--- config.mk ---
export PLATFORM = sky130hd
export DESIGN_NAME = fib_dispatch
export DESIGN_NICKNAME = d
export VERILOG_FILES = /design/src/rtl/fib_dispatch_pkg.sv /design/src/rtl/fib_req_fifo.sv /design/src/rtl/fib_dispatch.sv
export SDC_FILE = /design/constraint.sdc
export NUM_CORES = 1
export LEC_CHECK = 0
export ABC_AREA = 1
export BUFFER_PORTS_ARGS = -buffer_cell sky130_fd_sc_hd__buf_2
export CAP_MARGIN = 15
export CORE_MARGIN = 3
export CORE_UTILIZATION = 56
export CTS_BUF_LIST = sky130_fd_sc_hd__clkbuf_8
export DETAILED_ROUTE_END_ITERATION = 10
export PLACE_DENSITY = 0.81
export SLEW_MARGIN = 20
export SYNTH_ARGS = -nofsm -noshare
export SYNTH_HDL_FRONTEND = slang
export SYNTH_SLANG_ARGS = --single-unit
--- constraint.sdc ---
create_clock -name clk -period 11.11 [get_ports clk]
set_input_delay 1.111 -clock clk [delete_from_list [all_inputs] [get_ports clk]]
set_output_delay 1.111 -clock clk [all_outputs]
set_load 0.03 [all_outputs]
--- src/rtl/fib_dispatch_pkg.sv ---
`default_nettype none
// ============================================================================
// Module      : fib_dispatch_pkg
// Description : Shared widths, FSM encoding and job record for fib_dispatch.
// Revision    : 1.0 - initial release
// ============================================================================
package fib_dispatch_pkg;

    localparam int N_W = 6;
    localparam int D_W = 32;

    localparam logic [1:0] C_ST_IDLE  = 2'd0;
    localparam logic [1:0] C_ST_START = 2'd1;
    localparam logic [1:0] C_ST_RUN   = 2'd2;
    localparam logic [1:0] C_ST_HOLD  = 2'd3;

    typedef enum logic [1:0] {
        ST_IDLE  = C_ST_IDLE,
        ST_START = C_ST_START,
        ST_RUN   = C_ST_RUN,
        ST_HOLD  = C_ST_HOLD
    } fib_state_e;

    typedef struct packed {
        logic [N_W-1:0] n;
        logic [D_W-1:0] a;
        logic [D_W-1:0] b;
    } fib_job_t;

endpackage
`default_nettype wire

--- src/rtl/fib_req_fifo.sv ---
`default_nettype none
// ============================================================================
// Module      : fib_req_fifo
// Description : Power-of-two deep FIFO of pending fib jobs with occupancy count.
// Revision    : 1.0 - initial release
// ============================================================================
module fib_req_fifo
    import fib_dispatch_pkg::*;
#(
    parameter int DEPTH = 4
) (
    input  logic                   clk,
    input  logic                   rst,
    input  logic                   i_push,
    input  fib_job_t               i_push_data,
    input  logic                   i_pop,
    output fib_job_t               o_pop_data,
    output logic                   o_full,
    output logic                   o_empty,
    output logic [$clog2(DEPTH):0] o_count
);

    localparam int PTR_W = $clog2(DEPTH);
    localparam int CNT_W = PTR_W + 1;
    localparam logic [CNT_W-1:0] C_DEPTH = CNT_W'(DEPTH);

    fib_job_t         r_mem [DEPTH];
    logic [PTR_W-1:0] r_wr_ptr;
    logic [PTR_W-1:0] r_rd_ptr;
    logic [CNT_W-1:0] r_count;
    logic             w_do_push;
    logic             w_do_pop;

    assign o_full    = (r_count == C_DEPTH);
    assign o_empty   = (r_count == '0);
    assign w_do_push = i_push && !o_full;
    assign w_do_pop  = i_pop && !o_empty;

    // Pointers wrap naturally because DEPTH is a power of two.
    always_ff @(posedge clk) begin
        if (rst) begin
            r_wr_ptr <= '0;
            r_rd_ptr <= '0;
            r_count  <= '0;
        end else begin
            if (w_do_push) begin
                r_wr_ptr <= r_wr_ptr + PTR_W'(1);
            end
            if (w_do_pop) begin
                r_rd_ptr <= r_rd_ptr + PTR_W'(1);
            end
            case ({w_do_push, w_do_pop})
                2'b10:   r_count <= r_count + CNT_W'(1);
                2'b01:   r_count <= r_count - CNT_W'(1);
                default: r_count <= r_count;
            endcase
        end
    end

    always_ff @(posedge clk) begin
        if (w_do_push) begin
            r_mem[r_wr_ptr] <= i_push_data;
        end
    end

    assign o_pop_data = r_mem[r_rd_ptr];
    assign o_count    = r_count;

`ifndef SYNTHESIS
    a_count_bound : assert property (@(posedge clk) disable iff (rst) r_count <= C_DEPTH);
`endif

endmodule
`default_nettype wire

--- src/rtl/fib_dispatch.sv ---
`default_nettype none
// ============================================================================
// Module      : fib_dispatch
// Description : Queues fib jobs, launches them on a downstream core one at a
//               time and returns results (or a timeout) in acceptance order.
// Revision    : 1.0 - initial release
// ============================================================================
module fib_dispatch
    import fib_dispatch_pkg::*;
#(
    parameter int FIFO_DEPTH     = 4,
    parameter int TIMEOUT_CYCLES = 1024
) (
    input  logic           clk,
    input  logic           rst,
    input  logic           req_valid,
    output logic           req_ready,
    input  logic [N_W-1:0] req_n,
    input  logic [D_W-1:0] req_a,
    input  logic [D_W-1:0] req_b,
    output logic           resp_valid,
    input  logic           resp_ready,
    output logic [D_W-1:0] resp_data,
    output logic           resp_timeout,
    output logic           core_r_enable,
    output logic [N_W-1:0] core_init_n,
    output logic [D_W-1:0] core_init_a,
    output logic [D_W-1:0] core_init_b,
    input  logic           core_w_enable,
    input  logic [D_W-1:0] core_result,
    output logic           busy
);

    localparam int CNT_W   = $clog2(FIFO_DEPTH) + 1;
    localparam int TIMER_W = $clog2(TIMEOUT_CYCLES) + 1;
    localparam logic [TIMER_W-1:0] C_TIMER_LAST = TIMER_W'(TIMEOUT_CYCLES - 1);

    fib_state_e       r_state;
    fib_job_t         r_job;
    logic [TIMER_W-1:0] r_timer;
    logic [D_W-1:0]   r_resp_data;
    logic             r_resp_timeout;

    fib_job_t         w_req_job;
    fib_job_t         w_head;
    logic             w_push;
    logic             w_pop;
    logic             w_fifo_full;
    logic             w_fifo_empty;
    logic [CNT_W-1:0] w_fifo_count;

    assign w_req_job = '{n: req_n, a: req_a, b: req_b};
    assign w_push    = req_valid && req_ready;
    assign w_pop     = (r_state == ST_IDLE) && !w_fifo_empty;

    fib_req_fifo #(
        .DEPTH (FIFO_DEPTH)
    ) u_req_fifo (
        .clk         (clk),
        .rst         (rst),
        .i_push      (w_push),
        .i_push_data (w_req_job),
        .i_pop       (w_pop),
        .o_pop_data  (w_head),
        .o_full      (w_fifo_full),
        .o_empty     (w_fifo_empty),
        .o_count     (w_fifo_count)
    );

    // Job registers change only when a job is popped, so the core's init
    // operands stay stable for the whole START/RUN span.
    always_ff @(posedge clk) begin
        if (rst) begin
            r_state        <= ST_IDLE;
            r_job          <= '0;
            r_timer        <= '0;
            r_resp_data    <= '0;
            r_resp_timeout <= 1'b0;
        end else begin
            case (r_state)
                ST_IDLE: begin
                    if (w_pop) begin
                        r_job   <= w_head;
                        r_state <= ST_START;
                    end
                end
                ST_START: begin
                    r_timer <= '0;
                    r_state <= ST_RUN;
                end
                ST_RUN: begin
                    // Completion takes priority over a coincident timeout.
                    if (core_w_enable) begin
                        r_resp_data    <= core_result;
                        r_resp_timeout <= 1'b0;
                        r_state        <= ST_HOLD;
                    end else if (r_timer == C_TIMER_LAST) begin
                        r_resp_data    <= '0;
                        r_resp_timeout <= 1'b1;
                        r_state        <= ST_HOLD;
                    end else begin
                        r_timer <= r_timer + TIMER_W'(1);
                    end
                end
                ST_HOLD: begin
                    if (resp_ready) begin
                        r_state <= ST_IDLE;
                    end
                end
                default: r_state <= ST_IDLE;
            endcase
        end
    end

    assign req_ready     = !rst && !w_fifo_full;
    assign resp_valid    = !rst && (r_state == ST_HOLD);
    assign resp_data     = r_resp_data;
    assign resp_timeout  = r_resp_timeout;
    assign busy          = !rst && ((r_state != ST_IDLE) || (w_fifo_count != '0));

    // The core treats r_enable as its load/clear strobe, so it is held during reset.
    assign core_r_enable = rst || (r_state == ST_START);
    assign core_init_n   = r_job.n;
    assign core_init_a   = r_job.a;
    assign core_init_b   = r_job.b;

`ifndef SYNTHESIS
    a_resp_hold : assert property (@(posedge clk) disable iff (rst)
        (resp_valid && !resp_ready) |=> (resp_valid && $stable(resp_data) && $stable(resp_timeout)));
    a_start_one : assert property (@(posedge clk) disable iff (rst)
        (r_state == ST_START) |=> (r_state == ST_RUN));
`endif

endmodule
`default_nettype wire

Word level (Yosys, flattened, before mapping)
Memories as Yosys holds them, arrays and structs flattened. A register that Yosys moved wholly into a read port is not among the register bits.
Cells that the tools add are included.
- bits in registers: 53
- memory bits (writable): 280
- input port bits: 107
- output and inout port bits: 107
- word-level logic and storage cells: 63
- memories kept: 1
- memory list (name ; depth ; bits a word ; rd ports ; clocked after Yosys merged registers in ; write ports ; line ; RTL):
    u_req_fifo.r_mem ; 4 ; 70 ; 1 ; 1 ; 1 ; fib_req_fifo.sv:27 ; fib_job_t r_mem [DEPTH];
- $add $sub $neg: 5
- equality and inequality tests: 12
- mux-type cells: 15
- reductions and logical operators: 23
- operator list (kind ; number):
    $mux 32 ; 2
    $mux 11 ; 2
    $pmux 11 s2 ; 1
    $add 11x1->11 const B ; 1
    $eq 11x10->1 const B ; 1
    $mux 2 ; 4
    $pmux 2 s4 ; 1
    $reduce_bool 2->1 ; 4
    $logic_and 1x1->1 ; 7
    $eq 2x2->1 const B ; 3
    $ne 2x2->1 const B ; 3
    $pmux 3 s2 ; 1
    $reduce_and 3->1 ; 2
    $add 2x1->2 const B ; 2
    $eq 2x1->1 const B ; 2
    $mux 1 ; 4
    $reduce_and 2->1 ; 2
    $add 3x1->3 const B ; 1
    $eq 3x3->1 const B ; 1
    $logic_not 1->1 ; 3
    $logic_not 3->1 ; 1
    $ne 3x3->1 const B ; 1
    $reduce_bool 3->1 ; 1
    $sub 3x1->3 const B ; 1
    other kinds (3) ; 4

Logic depth before layout (Yosys ltp)
Gate-level depths: netlist of run 1.
- depth in word-level cells: 7
- mapped depth: 12
- depth with buffers taken out: 10

Cells and area by module
A second synthesis of run 1 with hierarchy kept.
- cells, all modules: 1332
- area, all modules: 16244.3 µm²
- by module, submodules not included (module ; times used ; cells an instance ; area each (µm²) ; seq. area each (µm²)):
    fib_req_fifo ; 1 ; 746 ; 11432.2 ; 8588.2
    fib_dispatch ; 1 ; 586 ; 4812.1 ; 2322.2

Least setup slack after synthesis of run 1
OpenSTA, ideal clock, no wires.
- kind: input-to-reg
- start point: input rst
- end point: memory u_req_fifo.r_mem[0][0] (netlist name) (enable)
- library setup time: 499 ps
- arrival time: 4950 ps
- required time: 10611 ps
- path slack: 5661 ps
- stages: 4
- buffers on the path: 1
- path through: clkbuf_1 > a31oi_2 > nand2_1 > nor2_1
- cells in the longest elaborated chain, start to end: 6
- RTL lines (what ; line ; RTL):
    from (decl) ; fib_dispatch.sv:15 ; input logic rst,
    $logic_not 1->1 ; fib_dispatch.sv:115 ; assign req_ready = !rst && !w_fifo_full;
    $logic_and 1x1->1 ; fib_dispatch.sv:115 ;
    via req_ready ; fib_dispatch.sv:17 ; output logic req_ready,
    $logic_and 1x1->1 ; fib_dispatch.sv:53 ; assign w_push = req_valid && req_ready;
    $logic_and 1x1->1 ; fib_req_fifo.sv:36 ; assign w_do_push = i_push && !o_full;
    $mux 1 ; fib_req_fifo.sv:61 ; if (w_do_push) begin
    $mux 1 (implied by the code) ; fib_req_fifo.sv:62 ; r_mem[r_wr_ptr] <= i_push_data;
    to (decl) ; fib_req_fifo.sv:27 ;
The timed path passes the listed nets, and every way through them passes these cells.

Worst setup path after layout of run 1
- start point: input rst
- end point: output core_r_enable
- cells in the longest elaborated chain, start to end: 1
- RTL lines (what ; line ; RTL):
    $logic_or 1x1->1 ; fib_dispatch.sv:122 ; assign core_r_enable = rst || (r_state == ST_START);
    to (decl) ; fib_dispatch.sv:25 ; output logic core_r_enable,
Every way passes these cells.

==> flow_metrics.tcl, run 1 <==
set metrics [dict create \
    cp_max_fo 44 \
    setup_tns_ns 0 \
    finClkSkew_ns 0.0283 \
    stdcell_count 1896 \
    fin_nets 1627 \
    io_pins 214 \
    clk_latency_ns 0.60 \
    rows 59 \
    synth_top_cell_area_share_pct 55.1 \
    cts_buffers 59 \
    cts_hold_buf 0 \
    crit_type "in2out" \
    clockBufferDepth 3 \
    p_per_area_nw_per_um2 240 \
    htreeDepth 2 \
    dp_hpwl_mm 18.4 \
    path_buf_inv 2 \
    p_leak_nw 6.82 \
    die-area_sq_um 29300 \
    post_cts_resized 0 \
    dieWidth_um 171 \
    synth.cell_area_sq_um 15300 \
    totalWireLength_mm 31.5 \
    fillers 1910 \
    vias_per_cell 5.38 \
    p_int_mw 2.68 \
    fin_crit_ns 3.24 \
    p_seq_share_pct 44.4 \
    layout-drive-gt1-share_pct 21.4 \
    yosysWarnings 0 \
    firstDrtPassIters 5 \
    postCtsSetupBuffers 0 \
    yosys.area.top_type "edfxtp_1" \
    clock-sinks 403 \
    grtUsageMet3_pct 5.24 \
    setup_viol 0 \
    core-area_sq_um 26400 \
    path_delay_family "buffers and inverters" \
    slew_violations 0 \
    portBuffers 213 \
    synth_seq_cells 403 \
    synth_area_leaders "edfxtp_1, dfxtp_1, o21ai_0" \
    cp_data_required_time_ns 10.00 \
    gr-usage-all-layers_pct 20.8 \
    drc 0 \
    fin_hold_ws_ns 0.456 \
    grt_use_met1_pct 26.3 \
    wire_per_inst_um 16.6 \
    syn-instance-count 1305 \
    drt-initial-drc-count 772 \
    place_inst 1782 \
    die_h_um 171 \
    cts_tree "built" \
    antenna_found_initial 8 \
    end_kind "output pin" \
    min_path_type "reg2reg" \
    syn_area_per_cell_sq_um 11.7 \
    gp_congestion 0.790 \
    grt_max_degree 100 \
    grt_most_used_layer "met2" \
    ys_seq_area_share_pct 71.2 \
    period_share_pct 29.1 \
    outcome "finished clean" \
    grt_util_met2_pct 35.6 \
    ir_drop_v 0.000167 \
    switching_power_mw 1.53 \
    area_delta_synth_final_pct 14.9 \
    critPathLaunchType "input pin" \
    multi_input_area_sq_um 3600 \
    clk_pin_slew_ns 0.06 \
    p_comb_share_pct 29.6 \
    rsz0062_at_grt "false" \
    synth_cell_types 34 \
    worst_slew_margin_rel_pct 29.9 \
    cpPeakStageDelay_ns 0.60 \
    maxCapViolations 0 \
    final_cell_mix "edfxtp_1, buf_2, o21ai_0" \
    pwr-share-clk_pct 26.0 \
    cts_root_buf "clkbuf_8" \
    switching_share_pct 36.3 \
    initial_core_util_pct 57.8 \
    tightest_slew_ns 1.05 \
    cpMostUsedCell "buf_2" \
    syn_nets 1424 \
    fmax_mhz 309 \
    grt_pass1_vias 9709 \
    num_vias 10200 \
    seqCellArea_sq_um 10900 \
    overflow 0 \
    cp_cell_sequence "buf_2, or2_2, buf_2" \
    ant_nets 0 \
    grt_pass1_wl_mm 48.8 \
    final_common_cell "edfxtp_1" \
    finalHoldViolations 0 \
    slowest_stage "buf_2" \
    critPathArrivalTime_ns 2.13 \
]
==> cells in the mapped netlist, drive strengths merged <==
| cell type | n |
|---|---|
| a21boi | 1 |
| a21oi | 121 |
| a31oi | 1 |
| buf | 35 |
| clkbuf | 47 |
| dfxtp | 123 |
| edfxtp | 280 |
| fa | 1 |
| ha | 11 |
| inv | 98 |
| nand2 | 110 |
| nand3 | 17 |
| nand3b | 2 |
| nand4 | 2 |
| nor2 | 162 |
| nor3 | 3 |
| o21ai | 217 |
| o22ai | 70 |
| or2 | 2 |
| xor2 | 2 |
==> final cells by class <==
class | instances | area share, %
Multi-Input combinational cell | 722 | 20.5
Tap cell | 335 | 2.39
Timing Repair Buffer | 224 | 6.55
Inverter | 98 | 2.11
Clock inverter | 45 | 1.26
Clock buffer | 65 | 5.10
Antenna cell | 4 | 0.0571
Sequential cell | 403 | 62.0
==> power by group through the flow <==
stage          clock network [mW]  registers (mW)  logic, mW
6_report                     1.09            1.87       1.25
5_1_grt                      1.18            1.88       1.40
4_1_cts                      1.11            1.87       1.26
3_5_place_dp                    0            1.90       1.25
3_3_place_gp                    0            1.89       1.22
2_1_floorplan                   0            2.03      0.820
==> through the flow <==
stage          utilization, %  instance area, sq um  total power [mW]  worst slack [ns]
5_1_grt                  66.3                 17500              4.46              7.77
3_3_place_gp             62.1                 16400              3.11              7.43
6_report                 66.4                 17500              4.20              7.87
3_5_place_dp             62.1                 16400              3.15              7.38
2_1_floorplan               -                 15300              2.85              5.66
4_1_cts                  66.3                 17500              4.23              7.86
==> flip-flops by register name (all words and copies together), names as in the netlist <==
signal and flops:
resp_data 32, u_req_fifo.r_rd_ptr 2, core_init_a 32, u_req_fifo.o_count 3, u_req_fifo.r_wr_ptr 2, core_init_b 32, r_timer 11, core_init_n 6
resp_timeout 1, r_state 2, u_req_fifo.r_mem 280
==> routing by layer <==
metal	up-vias	part of all wire, %	wire length, um
met4	10	2.0	631
li1	5008	-	-
met3	53	8.0	2530
met5	-	0.18	57
met1	4776	41	13000
met2	362	49	15300
==> worst paths after layout <==
kind / start / end / slack [ns] / cells past startpoint
worst max register to register: u_req_fifo.o_count[1] / u_req_fifo.r_mem[2][49] / 8.45 / 5
worst min-delay path: resp_data[6] / resp_data[6] / 0.46 / 2
worst min register to register: resp_data[6] / resp_data[6] / 0.46 / 2
worst max-delay path: rst / core_r_enable / 7.87 / 3
==> tightest hold or removal path: stages, from the launching register on <==
cell	delay, ns
dfxtp_1	0.30
nand2_1	0.06
a21oi_1	0.05
==> kinds of logic after synthesis <==
logic type	after synthesis	share of synthesized area (%)
compound gates	410	14.3
xor+xnor	2	0.115
fa+ha+maj	12	1.03
flops	403	71.2
buf+inv	180	5.42
simple gates	298	7.92
Power figures use the tool's default switching activity.
==> run 2: changes to the inputs <==
==> constraint.sdc (replaced) <==
create_clock -name clk -period 3.4 [get_ports clk]
set_input_delay 0.34 -clock clk [delete_from_list [all_inputs] [get_ports clk]]
set_output_delay 0.34 -clock clk [all_outputs]
set_load 0.03 [all_outputs]
==> flow_metrics.tcl, run 2 (synthesized netlist as in run 1, its figures left out) <==
set metrics [dict create \
    dieWidth_um 171 \
    dp_hpwl_mm 20.4 \
    die-area_sq_um 29300 \
    outcome "finished clean" \
    postCtsSetupBuffers 0 \
    post_cts_resized 0 \
    initial_core_util_pct 57.8 \
    p_int_mw 9.15 \
    clockBufferDepth 3 \
    vias_per_cell 5.58 \
    ir_drop_v 0.000526 \
    clk_pin_slew_ns 0.06 \
    rsz0062_at_grt "false" \
    layout-drive-gt1-share_pct 21.8 \
    die_h_um 171 \
    drc 0 \
    final_cell_mix "edfxtp_1, buf_2, o21ai_0" \
    final_cell_area_sq_um 18800 \
    final_common_cell "edfxtp_1" \
    gp_congestion 0.775 \
    firstDrtPassIters 5 \
    cp_max_fo 7 \
    cp_data_required_time_ns 3.87 \
    largest_reg_flops 280 \
    critPathArrivalTime_ns 2.93 \
    critPathLaunchType "flip-flop" \
    drt-initial-drc-count 862 \
    io_pins 214 \
    core-area_sq_um 26400 \
    slew_violations 0 \
    cts_buffers 60 \
    ant_nets 0 \
    tightest_slew_ns 0.926 \
    fmax_mhz 407 \
    fin_total_pwr_mw 14.4 \
    overflow 0 \
    htreeDepth 2 \
    p_leak_nw 7.36 \
    portBuffers 213 \
    finClkSkew_ns 0.0370 \
    setup_viol 0 \
    grt_pass1_vias 10900 \
    p_per_area_nw_per_um2 765 \
    rows 59 \
    pwr-share-clk_pct 27.7 \
    p_seq_share_pct 41.6 \
    switching_share_pct 36.4 \
    fin_crit_ns 2.45 \
    totalWireLength_mm 36.1 \
    maxCapViolations 0 \
    switching_power_mw 5.24 \
    clk_latency_ns 0.62 \
    gr-usage-all-layers_pct 23.8 \
    top_register "u_req_fifo.r_mem" \
    fin_nets 1738 \
    p_comb_share_pct 30.6 \
    grt_pass1_wl_mm 55.4 \
    grt_max_degree 90 \
    period_share_pct 72.2 \
    clock-sinks 403 \
    antenna_found_initial 1 \
    cts_root_buf "clkbuf_8" \
    num_vias 11200 \
    placed_area_sq_um 16500 \
    cts_hold_buf 100 \
    area_delta_synth_final_pct 23.2 \
    crit_type "reg2reg" \
    cts_tree "built" \
    wire_per_inst_um 18.0 \
    finalHoldViolations 0 \
    worst_slew_margin_rel_pct 38.2 \
    min_path_type "in2reg" \
    end_kind "flip-flop" \
]
[run 2: per-stage QoR]
| step | utilization, % | hold slack, ns | TNS [ns] | std cells | setup WS, ns |
|---|---|---|---|---|---|
| 3_5_place_dp | 62.6 | 0.450 | 0 | 1792 | 0.960 |
| 4_1_cts | 71.2 | 0.0409 | 0 | 2005 | 0.956 |
| 6_report | 71.2 | 0.0647 | 0 | 2006 | 0.945 |
| 2_1_floorplan | - | 0.434 | -45.56 | 1305 | -0.163 |
| 3_3_place_gp | 62.6 | 0.446 | 0 | 1792 | 1.01 |
| 5_1_grt | 71.2 | 0.0487 | 0 | 2005 | 0.645 |
[run 2: layout make-up]
type,count,area (sq um)
clock inverter,39,251
tap,335,419
timing repair buffer,334,2270
inverter,98,370
antenna,1,2.50
clock buffer,74,1020
fill,1684,7610
sequential,403,10900
multi-input combinational,722,3600
[run 2: worst paths after layout]
kind                               from                    end  slack [ns]  cells after the start
hold / removal           core_result[0]           resp_data[0]        0.06                      3
hold reg to reg           resp_data[21]          resp_data[21]        0.46                      2
setup reg to reg  u_req_fifo.o_count[1]  u_req_fifo.o_count[2]        0.95                      9
setup / recovery  u_req_fifo.o_count[1]  u_req_fifo.o_count[2]        0.95                      9
[run 2: layer usage]
metal | GRT usage (%) | vias up | routed length, um
li1 | - | 5237 | -
met1 | 29.7 | 5390 | 14300
met2 | 41.0 | 493 | 18000
met3 | 5.11 | 73 | 3020
met4 | 9.38 | 2 | 847
met5 | 0 | - | 7
[run 2: critical path, cell delays in order (launching register included)]
cell	delay, ns
dfxtp_1	0.43
inv_1	0.12
a31oi_2	0.27
nand2_1	0.32
ha_1	0.34
fa_1	0.39
a21oi_1	0.16
o21ai_0	0.13
o21ai_1	0.13
a21oi_1	0.05
[run 2: power by group through the flow]
stage	Sequential [mW]	Clock, mW	Combinational, mW
final	5.99	3.99	4.41
after global routing	6.04	4.27	4.90
after global placement	6.07	0	4.12
after floorplan	6.63	0	2.68
after CTS	5.99	4.05	4.39
after detailed placement	6.08	0	4.28
==> run 3: changes to the inputs <==
==> constraint.sdc (replaced) <==
create_clock -name clk -period 2.43 [get_ports clk]
set_input_delay 0.243 -clock clk [delete_from_list [all_inputs] [get_ports clk]]
set_output_delay 0.243 -clock clk [all_outputs]
set_load 0.03 [all_outputs]
==> flow_metrics.tcl, run 3 (synthesized netlist as in run 1, its figures left out) <==
set metrics [dict create \
    grt_max_degree 142 \
    cpPeakStageDelay_ns 0.55 \
    die-area_sq_um 29300 \
    cts_tree "built" \
    fin_crit_ns 2.25 \
    slew_violations 0 \
    layout-drive-gt1-share_pct 21.3 \
    die_h_um 171 \
    worst_slack_ns 0.184 \
    clk_latency_ns 0.60 \
    post-route-util_pct 71.6 \
    top_register "u_req_fifo.r_mem" \
    overflow 0 \
    grt_pass1_vias 11100 \
    cp_cell_sequence "dlygate4sd3_1, buf_2, buf_6, inv_2, nand2_1, inv_1, buf_2" \
    antenna_found_initial 2 \
    finClkSkew_ns 0.0292 \
    cp_data_required_time_ns 2.19 \
    setup_tns_ns 0 \
    place_inst 1791 \
    largest_reg_flops 280 \
    rsz0062_at_grt "false" \
    drc 0 \
    min_path_type "in2reg" \
    gp_congestion 0.774 \
    dp_hpwl_mm 18.9 \
    end_kind "output pin" \
    p_per_area_nw_per_um2 1060 \
    grt_pass1_wl_mm 55.1 \
    vias_per_cell 5.51 \
    final_cell_mix "edfxtp_1, buf_2, o21ai_0" \
    critPathLaunchType "input pin" \
    crit_type "in2out" \
    dieWidth_um 171 \
    cts_buffers 58 \
    cpMostUsedCell "buf_2" \
    io_pins 214 \
    path_buf_inv 6 \
    period_share_pct 92.4 \
    drt-initial-drc-count 872 \
    postCtsSetupBuffers 0 \
    firstDrtPassIters 7 \
    final_common_cell "edfxtp_1" \
    fin_nets 1740 \
    finalHoldViolations 0 \
    tightest_slew_ns 0.768 \
    rows 59 \
    dpl_worst_slack_ns 0.349 \
    setup_viol 0 \
    slowest_stage "dlygate4sd3_1" \
    totalWireLength_mm 35.6 \
    maxCapViolations 0 \
    portBuffers 213 \
    critPathArrivalTime_ns 2.00 \
    core-area_sq_um 26400 \
    stdcell_count 2006 \
    wire_per_inst_um 17.8 \
    fin_hold_ws_ns 0.0403 \
    clockBufferDepth 3 \
    path_delay_family "buffers and inverters" \
    cp_max_fo 43 \
    worst_slew_margin_rel_pct 48.8 \
    clock-sinks 403 \
    area_delta_synth_final_pct 23.9 \
    clk_pin_slew_ns 0.06 \
    fmax_mhz 445 \
    p_leak_nw 7.40 \
    outcome "finished clean" \
    ir_drop_v 0.000693 \
    cts_root_buf "clkbuf_8" \
    gr-usage-all-layers_pct 23.6 \
    initial_core_util_pct 57.8 \
    num_vias 11100 \
    ant_nets 0 \
    htreeDepth 2 \
]
## run 3: cell count changes in the layout (fill, tap and decap cells not counted), moves of 5 or more
cell | before | now
clkinvlp_4 | 5 | 0
clkbuf_8 | 74 | 68
clkinv_1 | 2 | 7
buf_12 | 4 | 13
buf_4 | 17 | 6
dlygate4sd3_1 | 100 | 105
## run 3: final timing paths
path	from	to	slack, ns	cells after the start
worst max register to register	r_state[0]	u_req_fifo.o_count[2]	0.34	10
worst min-delay path	core_w_enable	resp_timeout	0.04	4
worst min register to register	resp_data[18]	resp_data[18]	0.46	2
worst max-delay path	rst	busy	0.18	7
## run 3: worst register-to-register path: stages, from the launching register on
cell,delay (ns)
dfxtp_1,0.38
inv_1,0.10
ha_1,0.24
inv_2,0.09
nor2_4,0.05
ha_1,0.24
fa_1,0.39
a21oi_1,0.16
o21ai_0,0.13
o21ai_1,0.13
a21oi_1,0.05
## run 3: cell type report
| class | instances | area (sq um) |
|---|---|---|
| Sequential cell | 403 | 10900 |
| Fill cell | 1732 | 7500 |
| Multi-Input combinational cell | 722 | 3620 |
| Timing Repair Buffer | 338 | 2430 |
| Clock buffer | 68 | 936 |
| Tap cell | 335 | 419 |
| Inverter | 98 | 370 |
| Clock inverter | 41 | 264 |
| Antenna cell | 1 | 2.50 |
## run 3: layer usage
metal  up-vias  part of all wire (%)  GRT usage, %
met3        78                   7.8          5.43
met4         4                   2.2          9.10
met2       455                    50          41.5
li1       5235                     -             -
met5         -                 0.059             0
met1      5286                    40          28.4
## run 3: per-stage QoR
stage                     area, sq um  total power, mW
after floorplan                 15300             13.1
after global placement          16700             14.3
after detailed placement        16700             14.6
after CTS                       18900             20.0
after global routing            18900             21.1
final                           18900             20.0
## run 3: what timing repair did
item / in CTS / in global routing
resized for setup: 0 / 1
hold buffers: 105 / 0
hold endpoints to repair: 314 / 0
setup endpoints to repair: 0 / 1
## run 3: power breakdown
part / leakage [nW] / switching, mW / internal, mW
logic: 3.16 / 4.38 / 1.86
registers: 3.55 / 0.346 / 8.07
clock network: 0.692 / 2.45 / 2.88
